File: config.mk
export PLATFORM = sky130hd
export DESIGN_NAME = muldiv_sequencer_flat
export DESIGN_NICKNAME = d
export VERILOG_FILES = /design/src/rtl/muldiv_sequencer_if.sv /design/src/rtl/muldiv_sequencer.sv /design/src/flat_wrapper.sv
export SDC_FILE = /design/constraint.sdc
export NUM_CORES = 1
export LEC_CHECK = 0
export CAP_MARGIN = 20
export CORE_MARGIN = 2
export CORE_UTILIZATION = 45
export CTS_CLUSTER_DIAMETER = 40
export DETAILED_ROUTE_END_ITERATION = 7
export HOLD_SLACK_MARGIN = 0.02
export PLACE_DENSITY = 0.63
export SYNTH_ARGS = -nofsm -noshare
export SYNTH_HDL_FRONTEND = slang
export SYNTH_SLANG_ARGS = --single-unit
File: constraint.sdc
create_clock -name clk -period 3.98 [get_ports clk]
set_input_delay 0.796 -clock clk [delete_from_list [all_inputs] [get_ports clk]]
set_output_delay 0.796 -clock clk [all_outputs]
set_load 0.01 [all_outputs]
File: src/rtl/muldiv_sequencer_if.sv
// Issue/result bundle between CPU control and the multiply/divide unit.
// master: drives start/functcode/operands, observes busy/done/HI/LO.
// slave:  the multiply/divide unit itself.
interface muldiv_sequencer_if #(
  parameter int WIDTH = 32
);
  logic             start;
  logic [5:0]       functcode;
  logic [WIDTH-1:0] rs_content;
  logic [WIDTH-1:0] rt_content;
  logic             busy;
  logic             done;
  logic [WIDTH-1:0] HI;
  logic [WIDTH-1:0] LO;

  modport master (
    output start, functcode, rs_content, rt_content,
    input  busy, done, HI, LO
  );

  modport slave (
    input  start, functcode, rs_content, rt_content,
    output busy, done, HI, LO
  );
endinterface

File: src/rtl/muldiv_sequencer.sv
// Iterative MIPS multiply/divide unit owning the architectural HI/LO registers.
// Latency: MULT/MULTU/DIV/DIVU 35 cycles start-edge to done; MTHI/MTLO 1 cycle.
// Backpressure: busy high during PREP/RUN/FIXUP; any start seen while busy is dropped.
// Ports: clk, reset_n (sync, active-low); bus = start/functcode/rs/rt in,
//        busy/done/HI/LO out.
module muldiv_sequencer #(
  parameter int WIDTH = 32,
  parameter int ITERS = 32
) (
  input  logic                 clk,
  input  logic                 reset_n,
  muldiv_sequencer_if.slave    bus
);

  localparam logic [5:0] F_MTHI  = 6'h11;
  localparam logic [5:0] F_MTLO  = 6'h13;
  localparam logic [5:0] F_MULT  = 6'h18;
  localparam logic [5:0] F_MULTU = 6'h19;
  localparam logic [5:0] F_DIV   = 6'h1a;
  localparam logic [5:0] F_DIVU  = 6'h1b;

  localparam logic [4:0] CNT_LAST = 5'(ITERS - 1);

  typedef enum logic [1:0] {IDLE, PREP, RUN, FIXUP} state_t;

  state_t state, state_nxt;
  logic   busy_c;

  // Operation descriptor latched at issue
  logic             op_div;
  logic             op_signed;
  logic             div_zero;
  logic [WIDTH-1:0] a_raw;
  logic [WIDTH-1:0] b_raw;

  // Working registers: {acc_hi, acc_lo} is the product during multiply;
  // acc_hi is the partial remainder and acc_lo the dividend/quotient shifter
  // during divide.
  logic [WIDTH-1:0] b_mag;
  logic [WIDTH-1:0] acc_hi;
  logic [WIDTH-1:0] acc_lo;
  logic             neg_lo;   // product sign or quotient sign
  logic             neg_hi;   // remainder sign (dividend sign)
  logic [4:0]       cnt;

  logic [WIDTH-1:0] hi_q;
  logic [WIDTH-1:0] lo_q;
  logic             done_q;

  logic is_md;
  logic accept_md;
  logic accept_mthi;
  logic accept_mtlo;

  assign is_md = (bus.functcode == F_MULT) || (bus.functcode == F_MULTU) ||
                 (bus.functcode == F_DIV)  || (bus.functcode == F_DIVU);
  assign accept_md   = (state == IDLE) && bus.start && is_md;
  assign accept_mthi = (state == IDLE) && bus.start && (bus.functcode == F_MTHI);
  assign accept_mtlo = (state == IDLE) && bus.start && (bus.functcode == F_MTLO);

  // Sign handling for PREP. Negating 0x80000000 yields 0x80000000, which is
  // exactly the unsigned magnitude we want.
  logic             sign_a;
  logic             sign_b;
  logic [WIDTH-1:0] mag_a;
  logic [WIDTH-1:0] mag_b;

  assign sign_a = op_signed & a_raw[WIDTH-1];
  assign sign_b = op_signed & b_raw[WIDTH-1];
  assign mag_a  = sign_a ? ({WIDTH{1'b0}} - a_raw) : a_raw;
  assign mag_b  = sign_b ? ({WIDTH{1'b0}} - b_raw) : b_raw;

  // One shift-add multiply step, LSB of the multiplier first.
  logic [WIDTH:0] mul_sum;
  assign mul_sum = {1'b0, acc_hi} + (acc_lo[0] ? {1'b0, b_mag} : {(WIDTH+1){1'b0}});

  // One restoring divide step. The partial remainder is always below the
  // divisor, so the difference fits in WIDTH bits whenever it is taken.
  logic [WIDTH:0]   div_trial;
  logic             div_ge;
  logic [WIDTH-1:0] div_diff;
  assign div_trial = {acc_hi, acc_lo[WIDTH-1]};
  assign div_ge    = div_trial >= {1'b0, b_mag};
  assign div_diff  = div_trial[WIDTH-1:0] - b_mag;

  // Final sign correction and divide-by-zero override.
  logic [WIDTH-1:0] fix_hi;
  logic [WIDTH-1:0] fix_lo;
  logic [2*WIDTH-1:0] prod_fix;

  always_comb begin
    prod_fix = neg_lo ? ({(2*WIDTH){1'b0}} - {acc_hi, acc_lo}) : {acc_hi, acc_lo};
    fix_hi   = prod_fix[2*WIDTH-1:WIDTH];
    fix_lo   = prod_fix[WIDTH-1:0];
    if (op_div) begin
      if (div_zero) begin
        fix_hi = a_raw;
        fix_lo = {WIDTH{1'b1}};
      end else begin
        fix_hi = neg_hi ? ({WIDTH{1'b0}} - acc_hi) : acc_hi;
        fix_lo = neg_lo ? ({WIDTH{1'b0}} - acc_lo) : acc_lo;
      end
    end
  end

  always_ff @(posedge clk) begin
    if (!reset_n) state <= IDLE;
    else          state <= state_nxt;
  end

  always_comb begin
    state_nxt = state;
    busy_c    = 1'b1;
    unique case (state)
      IDLE: begin
        busy_c = 1'b0;
        if (accept_md) state_nxt = PREP;
      end
      PREP:  state_nxt = RUN;
      RUN:   if (cnt == CNT_LAST) state_nxt = FIXUP;
      FIXUP: state_nxt = IDLE;
    endcase
  end

  always_ff @(posedge clk) begin
    if (!reset_n) begin
      op_div    <= 1'b0;
      op_signed <= 1'b0;
      div_zero  <= 1'b0;
      a_raw     <= '0;
      b_raw     <= '0;
      b_mag     <= '0;
      acc_hi    <= '0;
      acc_lo    <= '0;
      neg_lo    <= 1'b0;
      neg_hi    <= 1'b0;
      cnt       <= '0;
      hi_q      <= '0;
      lo_q      <= '0;
      done_q    <= 1'b0;
    end else begin
      done_q <= 1'b0;
      unique case (state)
        IDLE: begin
          if (accept_md) begin
            op_div    <= (bus.functcode == F_DIV) || (bus.functcode == F_DIVU);
            op_signed <= (bus.functcode == F_MULT) || (bus.functcode == F_DIV);
            div_zero  <= (bus.rt_content == '0);
            a_raw     <= bus.rs_content;
            b_raw     <= bus.rt_content;
          end
          if (accept_mthi) begin
            hi_q   <= bus.rs_content;
            done_q <= 1'b1;
          end
          if (accept_mtlo) begin
            lo_q   <= bus.rs_content;
            done_q <= 1'b1;
          end
        end
        PREP: begin
          acc_hi <= '0;
          acc_lo <= mag_a;
          b_mag  <= mag_b;
          neg_lo <= sign_a ^ sign_b;
          neg_hi <= sign_a;
          cnt    <= '0;
        end
        RUN: begin
          cnt <= cnt + 5'd1;
          if (op_div) begin
            acc_hi <= div_ge ? div_diff : div_trial[WIDTH-1:0];
            acc_lo <= {acc_lo[WIDTH-2:0], div_ge};
          end else begin
            acc_hi <= mul_sum[WIDTH:1];
            acc_lo <= {mul_sum[0], acc_lo[WIDTH-1:1]};
          end
        end
        FIXUP: begin
          hi_q   <= fix_hi;
          lo_q   <= fix_lo;
          done_q <= 1'b1;
        end
      endcase
    end
  end

  assign bus.busy = busy_c;
  assign bus.done = done_q;
  assign bus.HI   = hi_q;
  assign bus.LO   = lo_q;

endmodule
File: src/flat_wrapper.sv
// flat-port wrapper written by rule: the top's interface ports become plain ports
module muldiv_sequencer_flat 
#(
  parameter int WIDTH = 32,
  parameter int ITERS = 32
)
  (clk, reset_n, bus_start, bus_functcode, bus_rs_content, bus_rt_content, bus_busy, bus_done, bus_HI, bus_LO);
  muldiv_sequencer_if #(.WIDTH(WIDTH)) bus_i ();
  input  logic clk;
  input  logic reset_n;
  input wire logic [$bits(bus_i.start)-1:0] bus_start;
  input wire logic [$bits(bus_i.functcode)-1:0] bus_functcode;
  input wire logic [$bits(bus_i.rs_content)-1:0] bus_rs_content;
  input wire logic [$bits(bus_i.rt_content)-1:0] bus_rt_content;
  output wire logic [$bits(bus_i.busy)-1:0] bus_busy;
  output wire logic [$bits(bus_i.done)-1:0] bus_done;
  output wire logic [$bits(bus_i.HI)-1:0] bus_HI;
  output wire logic [$bits(bus_i.LO)-1:0] bus_LO;
  assign bus_i.start = bus_start;
  assign bus_i.functcode = bus_functcode;
  assign bus_i.rs_content = bus_rs_content;
  assign bus_i.rt_content = bus_rt_content;
  assign bus_busy = bus_i.busy;
  assign bus_done = bus_i.done;
  assign bus_HI = bus_i.HI;
  assign bus_LO = bus_i.LO;
  muldiv_sequencer #(.WIDTH(WIDTH), .ITERS(ITERS)) u_core (.clk(clk), .reset_n(reset_n), .bus(bus_i));
endmodule
[Yosys cells after proc, flatten, opt, wreduce, memory -nomap -nowiden]
Index checks and enable logic that the tools add are counted.
Word-level totals
  word-level logic and storage cells: 85
  input bits: 73
  register bits after elaboration: 237
  output and inout port bits: 66
Operators by class
  add/sub/neg operators: 8
  multiplexer cells: 27
  order comparisons: 1
  reduce and logical (&&, ||, !) cells: 17
  bitwise logic cells: 3
  eq/ne operators: 14
Operator list (count)
  two-way mux 32 bit: 14
  one-hot mux 32 bit (2 select lines): 4
  subtractor 1 x 32 -> 32 bit (first input constant): 4
  two-way mux 64 bit: 1
  subtractor 1 x 64 -> 64 bit (first input constant): 1
  == test 6 x 5 -> 1 bit (second input constant): 6
  adder 32 x 33 -> 33 bit: 1
  greater-or-equal comparator 33 x 32 -> 1 bit: 1
  zero test 32 bit: 1
  subtractor 32 bit: 1
  one-hot mux 5 bit (2 select lines): 1
  != test 2 x 1 -> 1 bit (second input constant): 4
  one-hot mux 2 bit (4 select lines): 1
  AND reduction 2 bit: 4
  adder 5 x 1 -> 5 bit (second input constant): 1
  == test 5 bit (second input constant): 1
  logical OR 1 bit: 5
  == test 2 bit (second input constant): 2
  logical AND 1 bit: 4
  two-way mux 2 bit: 2
  nonzero test 2 bit: 2
  two-way mux 1 bit: 3
  bitwise AND 1 bit: 2
  == test 2 x 1 -> 1 bit (second input constant): 1
  other kinds (3): 3

[Logic depth before layout (Yosys ltp)]
  depth in word-level cells: 7
  mapped depth: 14
  depth with buffers taken out: 13

[Least setup slack after synthesis]
OpenSTA, ideal clock, no wires.
  kind: register to register
  start point: reg u_core.b_mag[21]
  end point: reg u_core.acc_hi[23]
  cell stages (with the launch flop): 13
  required time: 3863 ps
  period minus slack after synthesis: 3282 ps
  arrival: 3165 ps
  setup slack: 698 ps
  setup time: 117 ps
  buffers on the path: 3
  cells stage by stage: dfxtp_1 -> inv_1 -> ha_1 -> clkbuf_1 -> nand4_1 -> or4_1 -> o21a_1 -> or3_1 -> clkbuf_1 -> nand2_1 -> clkbuf_1 -> a31oi_1 -> a32o_1
On the way
  longest elaborated chain between the ends: 4
  elaborated cells on any way between the ends: 7
  those cells by class: add/sub (2); order compare (1); mux (4)
Ends and longest elaborated chain
  start: declaration: line muldiv_sequencer.sv:39  | logic [WIDTH-1:0] b_mag;
  start signal: assignment: line muldiv_sequencer.sv:164  | b_mag <= mag_b;
  two-way mux 32 bit (tied with other cells): line muldiv_sequencer.sv:75  | assign mul_sum = {1'b0, acc_hi} + (acc_lo[0] ? {1'b0, b_mag} : {(WIDTH+1){1'b0}});
  adder 32 x 33 -> 33 bit / two-way mux 32 bit (equally long branches): line muldiv_sequencer.sv:75, muldiv_sequencer.sv:172
  two-way mux 32 bit *: line muldiv_sequencer.sv:171  | if (op_div) begin
  one-hot mux 32 bit (2 select lines) *: line muldiv_sequencer.sv:143  | unique case (state)
  end signal: assignment: line muldiv_sequencer.sv:172  | acc_hi <= div_ge ? div_diff : div_trial[WIDTH-1:0];
  end signal: assignment: line muldiv_sequencer.sv:175  | acc_hi <= mul_sum[WIDTH:1];
  end: declaration: line muldiv_sequencer.sv:40  | logic [WIDTH-1:0] acc_hi;
Mark *: on every way between the ends. The rest lies on a longest branch, timed or not.
A chain may end at the register's enable or synchronous reset.

[Worst setup path after layout]
  start point: reg u_core.acc_hi[1]
  end point: reg u_core.hi_q[30] (netlist: u_core.bus.HI[30])
On the way
  longest elaborated chain between the ends: 5
  elaborated cells on any way between the ends: 7
  those cells by class: add/sub (2); mux (5)
Ends and longest elaborated chain
  subtractor 1 x 32 -> 32 bit: line muldiv_sequencer.sv:100  | fix_hi = neg_hi ? ({WIDTH{1'b0}} - acc_hi) : acc_hi;
  two-way mux 32 bit: line muldiv_sequencer.sv:100
  two-way mux 32 bit: line muldiv_sequencer.sv:96  | if (div_zero) begin
  two-way mux 32 bit *: line muldiv_sequencer.sv:95  | if (op_div) begin
  one-hot mux 32 bit (2 select lines) *: line muldiv_sequencer.sv:143
  end signal: assignment: line muldiv_sequencer.sv:153  | hi_q <= bus.rs_content;
  end signal: assignment: line muldiv_sequencer.sv:180  | hi_q <= fix_hi;
  end: declaration: line muldiv_sequencer.sv:46  | logic [WIDTH-1:0] hi_q;
Marked as above.

==> key figures <==
Logic synthesis
  • Synth cell types: 73
  • Post-synth top cells: nand2_1, a21oi_1, dfxtp_1
  • Post-synth ARST share: 0%
  • Largest area contributor in the netlist: dfxtp_1
  • Synth Instances: 2341
  • Post-synthesis simple-gate area fraction: 20.0%
  • Synth Area in XOR/XNOR: 9.59%
  • Number of flops mapped to enable cells by yosys: 0
  • Syn nets: 2491
  • Yosys warning count: 0
  • Syn Area/Cell: 7.41 um2
  • Post-synthesis mux area share: 5.41%
  • Most common cell in the netlist: nand2_1
  • Top cells by area, synth: dfxtp_1, a21oi_1, nand2_1
  • Sequential area share after synthesis: 27.3%
  • Synth Area in Compound Gates: 26.4%
  • Seq cells post-synth: 237
  • Largest family of logic cells by synthesized area: compound AO/OA/AOI/OAI gates
  • Synth Cell Area: 17400 um2
  • Area share of the largest cell type after synthesis: 27.3%
  • Adder-Cell Fraction of Synth Area: 5.64%
  • Main synth FF type: dfxtp_1

Global route
  • Total global routing track utilization: 31.2%
  • Pin count of the biggest net entering global routing: 179
  • Initial antenna violation count: 1
  • First-pass GRT wire length: 99900 um
  • Congestion Overflow GR: 0
  • Vias in the first global route: 16909

STA
  • Final hold viol count: 0
  • Final Setup Violations: 0
  • Worst-margin pin slew: 1.08 ns
  • Setup_tns: 0 ns
  • Period minus WS final: 3.73 ns
  • Tcrit/Tclk final: 93.7%
  • Max_slew headroom: 27.8%
  • Max frequency: 0.268 GHz
  • RSZ-0062 raised after global routing: no
  • Max-slew violation count: 0
  • Clock Skew: 0.0491 ns
  • Setup ws final: 0.250 ns

Critical path
  • Buf/Inv on CP: 2
  • Crit path kind: reg -> reg
  • Setup slack, reg-to-reg: 0.25 ns
  • CP delay by family, top: simple AND/OR/NAND/NOR gates
  • Reg2Reg Depth: 12
  • Crit. Startpoint: u_core.acc_hi[1]
  • Crit-path cells: buf_4 -> inv_1 -> ha_1 -> or3b_2 -> nand4b_1 -> nor4_2 -> nand2b_1 -> o21ai_0 -> xor2_1 -> a21oi_1 -> a311oi_1 -> o21ai_0
  • CP dominant cell by count: o21ai_0
  • Slowest cell on crit path: or3b_2
  • Worst r2r src: u_core.acc_hi[1]
  • CP Launch Type: flop
  • Reg2reg end: u_core.bus.HI[30]
  • Crit path to: u_core.bus.HI[30]
  • Critical Path RT: 4.44 ns
  • Critical Path AT: 4.19 ns
  • CP endpoint kind: flop
  • CP Max Fanout: 6
  • Critical path depth in cells: 12
  • Critical Path Max Stage Delay: 0.51 ns

Clock network
  • Num CTS Buffers: 51
  • Max clock buf depth: 3
  • Clk slew on worst S/H paths: 0.05 ns
  • Root Buffer: clkbuf_16
  • Hold_buf cts: 0
  • Post-CTS setup buffers: 0
  • CTS tree: built
  • H-tree depth: 2
  • Clk Latency, worst-skew pair: 0.60 ns
  • Clock Sinks: 237

Floorplanning
  • Die X: 200 um
  • Die ar.: 40100 um2
  • Core ar.: 37800 um2
  • Num rows: 71
  • I/O pin total: 139
  • Starting Density: 45.9%
  • Vert. Die Dim: 200 um

Placed design
  • # port buffers: 138
  • Dpl hpwl: 47700 um
  • Post-Place Setup Slack: 0.265 ns
  • Gpl congestion: 1.01

Routing
  • 1st-iter DRT viols: 1847
  • TritonRoute pass-1 iters: 6
  • Routed length per instance: 21.8 um
  • Vias: 18132
  • Via density per instance: 6.11
  • Remaining routing DRC violations: 0
  • Detail Route Antenna Nets: 0
  • Total wire length: 64800 um

Final layout
  • Layout cells sized above 1: 7.49%
  • Antenna diodes: 0
  • Fillcell total: 3629
  • Area grow syn2layout: 21.4%
  • Final nets: 2566

Power
  • Pwr/cell area: 546 nW/um2
  • Maximum vdd ir drop: 0.385 mV
  • LEAKAGE: 8.07 nW

Run status
  • Status: complete, no violations

Flow run
  • Maxcap violations: 0

Min path
  • WHS Path Cells: 2
  • Worst Hold Class: reg -> reg
-- placed cells by master (no fill, tap or decap), types with 9 or more instances in the layout --
| cell type | n |
|---|---|
| a311oi_1 | 16 |
| inv_1 | 75 |
| nor4_1 | 31 |
| dfxtp_1 | 235 |
| nor3_1 | 26 |
| o211ai_1 | 28 |
| o21a_1 | 13 |
| o41ai_1 | 18 |
| o221ai_1 | 34 |
| nand2_1 | 311 |
| a31oi_1 | 20 |
| nand4_1 | 15 |
| nand2b_1 | 22 |
| clkdlybuf4s50_1 | 138 |
| clkbuf_16 | 52 |
| ha_1 | 71 |
| buf_4 | 60 |
| xor2_1 | 67 |
| o21ai_0 | 131 |
| a22oi_1 | 11 |
| a21oi_1 | 253 |
| or3_1 | 21 |
| xnor2_1 | 123 |
| a21o_1 | 31 |
| and3_1 | 13 |
| mux2i_1 | 87 |
| nor2_1 | 222 |
| and2_1 | 9 |
| nand3_1 | 42 |
| or4_1 | 23 |
| a211oi_1 | 50 |
| o31ai_1 | 39 |
-- tightest hold or removal path: cells and delay by family (launching register included) --
kind               cells  cell delay (ns)
and+or+nand+nor        1             0.05
AOI/OAI and AO/OA      1             0.05
DFF                    1             0.30
-- registers in the layout, indices dropped and copies added, names as in the netlist, 2 cells and up --
signal,cells
u_core.a_raw,32
u_core.acc_hi,32
u_core.acc_lo,32
u_core.b_mag,32
u_core.b_raw,32
u_core.bus.HI,32
u_core.bus.LO,32
u_core.cnt,5
u_core.state,2
-- cell type report --
class                      count  area [um2]  share of cell area [%]
timing repair buffer         202        1920                    9.11
multi-input combinational   1847       11700                    55.4
sequential                   237        4750                    22.6
inverter                      77         294                    1.40
tap                          511         639                    3.04
clock buffer                  64        1410                    6.68
clock inverter                31         378                    1.79
-- per-stage QoR --
stage / hold slack, ns / instances / power (mW) / cell area (um2) / util, %
global placement: 0.440 / 2872 / 6.97 / 19200 / 50.8
global route: 0.473 / 2969 / 12.0 / 21100 / 55.7
CTS: 0.450 / 2969 / 11.4 / 21100 / 55.6
detailed placement: 0.444 / 2874 / 7.01 / 19300 / 50.9
floorplan: 0.449 / 2341 / 5.58 / 17400 / -
finish: 0.447 / 2969 / 11.5 / 21100 / 55.7
-- worst min path at each step --
stage	startpoint	to
6_report	u_core.bus.LO[19]	u_core.bus.LO[19]
5_1_grt	u_core.bus.LO[14]	u_core.bus.LO[14]
4_1_cts	u_core.bus.LO[19]	u_core.bus.LO[19]
3_5_place_dp	u_core.bus.LO[19]	u_core.bus.LO[19]
3_3_place_gp	u_core.bus.LO[31]	u_core.bus.LO[31]
2_1_floorplan	u_core.cnt[4]	u_core.cnt[4]
-- routing by layer --
metal / share of wire [%] / vias up / global-route usage (%)
met5: 0 / - / 0
met4: 3.0 / 0 / 10.8
met3: 8.5 / 118 / 4.46
met2: 43 / 800 / 47.4
met1: 45 / 8642 / 45.0
li1: - / 8572 / -
-- where the power goes --
part	internal [mW]	switching (mW)
Sequential	2.56	0.177
Clock	2.85	1.54
Combinational	1.61	2.75
-- cell families (layout without fill, tap and decap cells) --
logic type      count (synthesis)  count (layout)
xor+xnor                      190             190
mux                            93              93
flops                         237             237
buf+inv                       257             374
compound gates                717             717
simple gates                  770             770
fa+ha+maj                      77              77
-- timing repair --
| action | in CTS | in global routing |
|---|---|---|
| gates resized for setup | 0 | 1 |
| endpoints found under the hold margin | 0 | 0 |
| setup endpoints to repair | 0 | 1 |
Power figures use the tool's default switching activity.
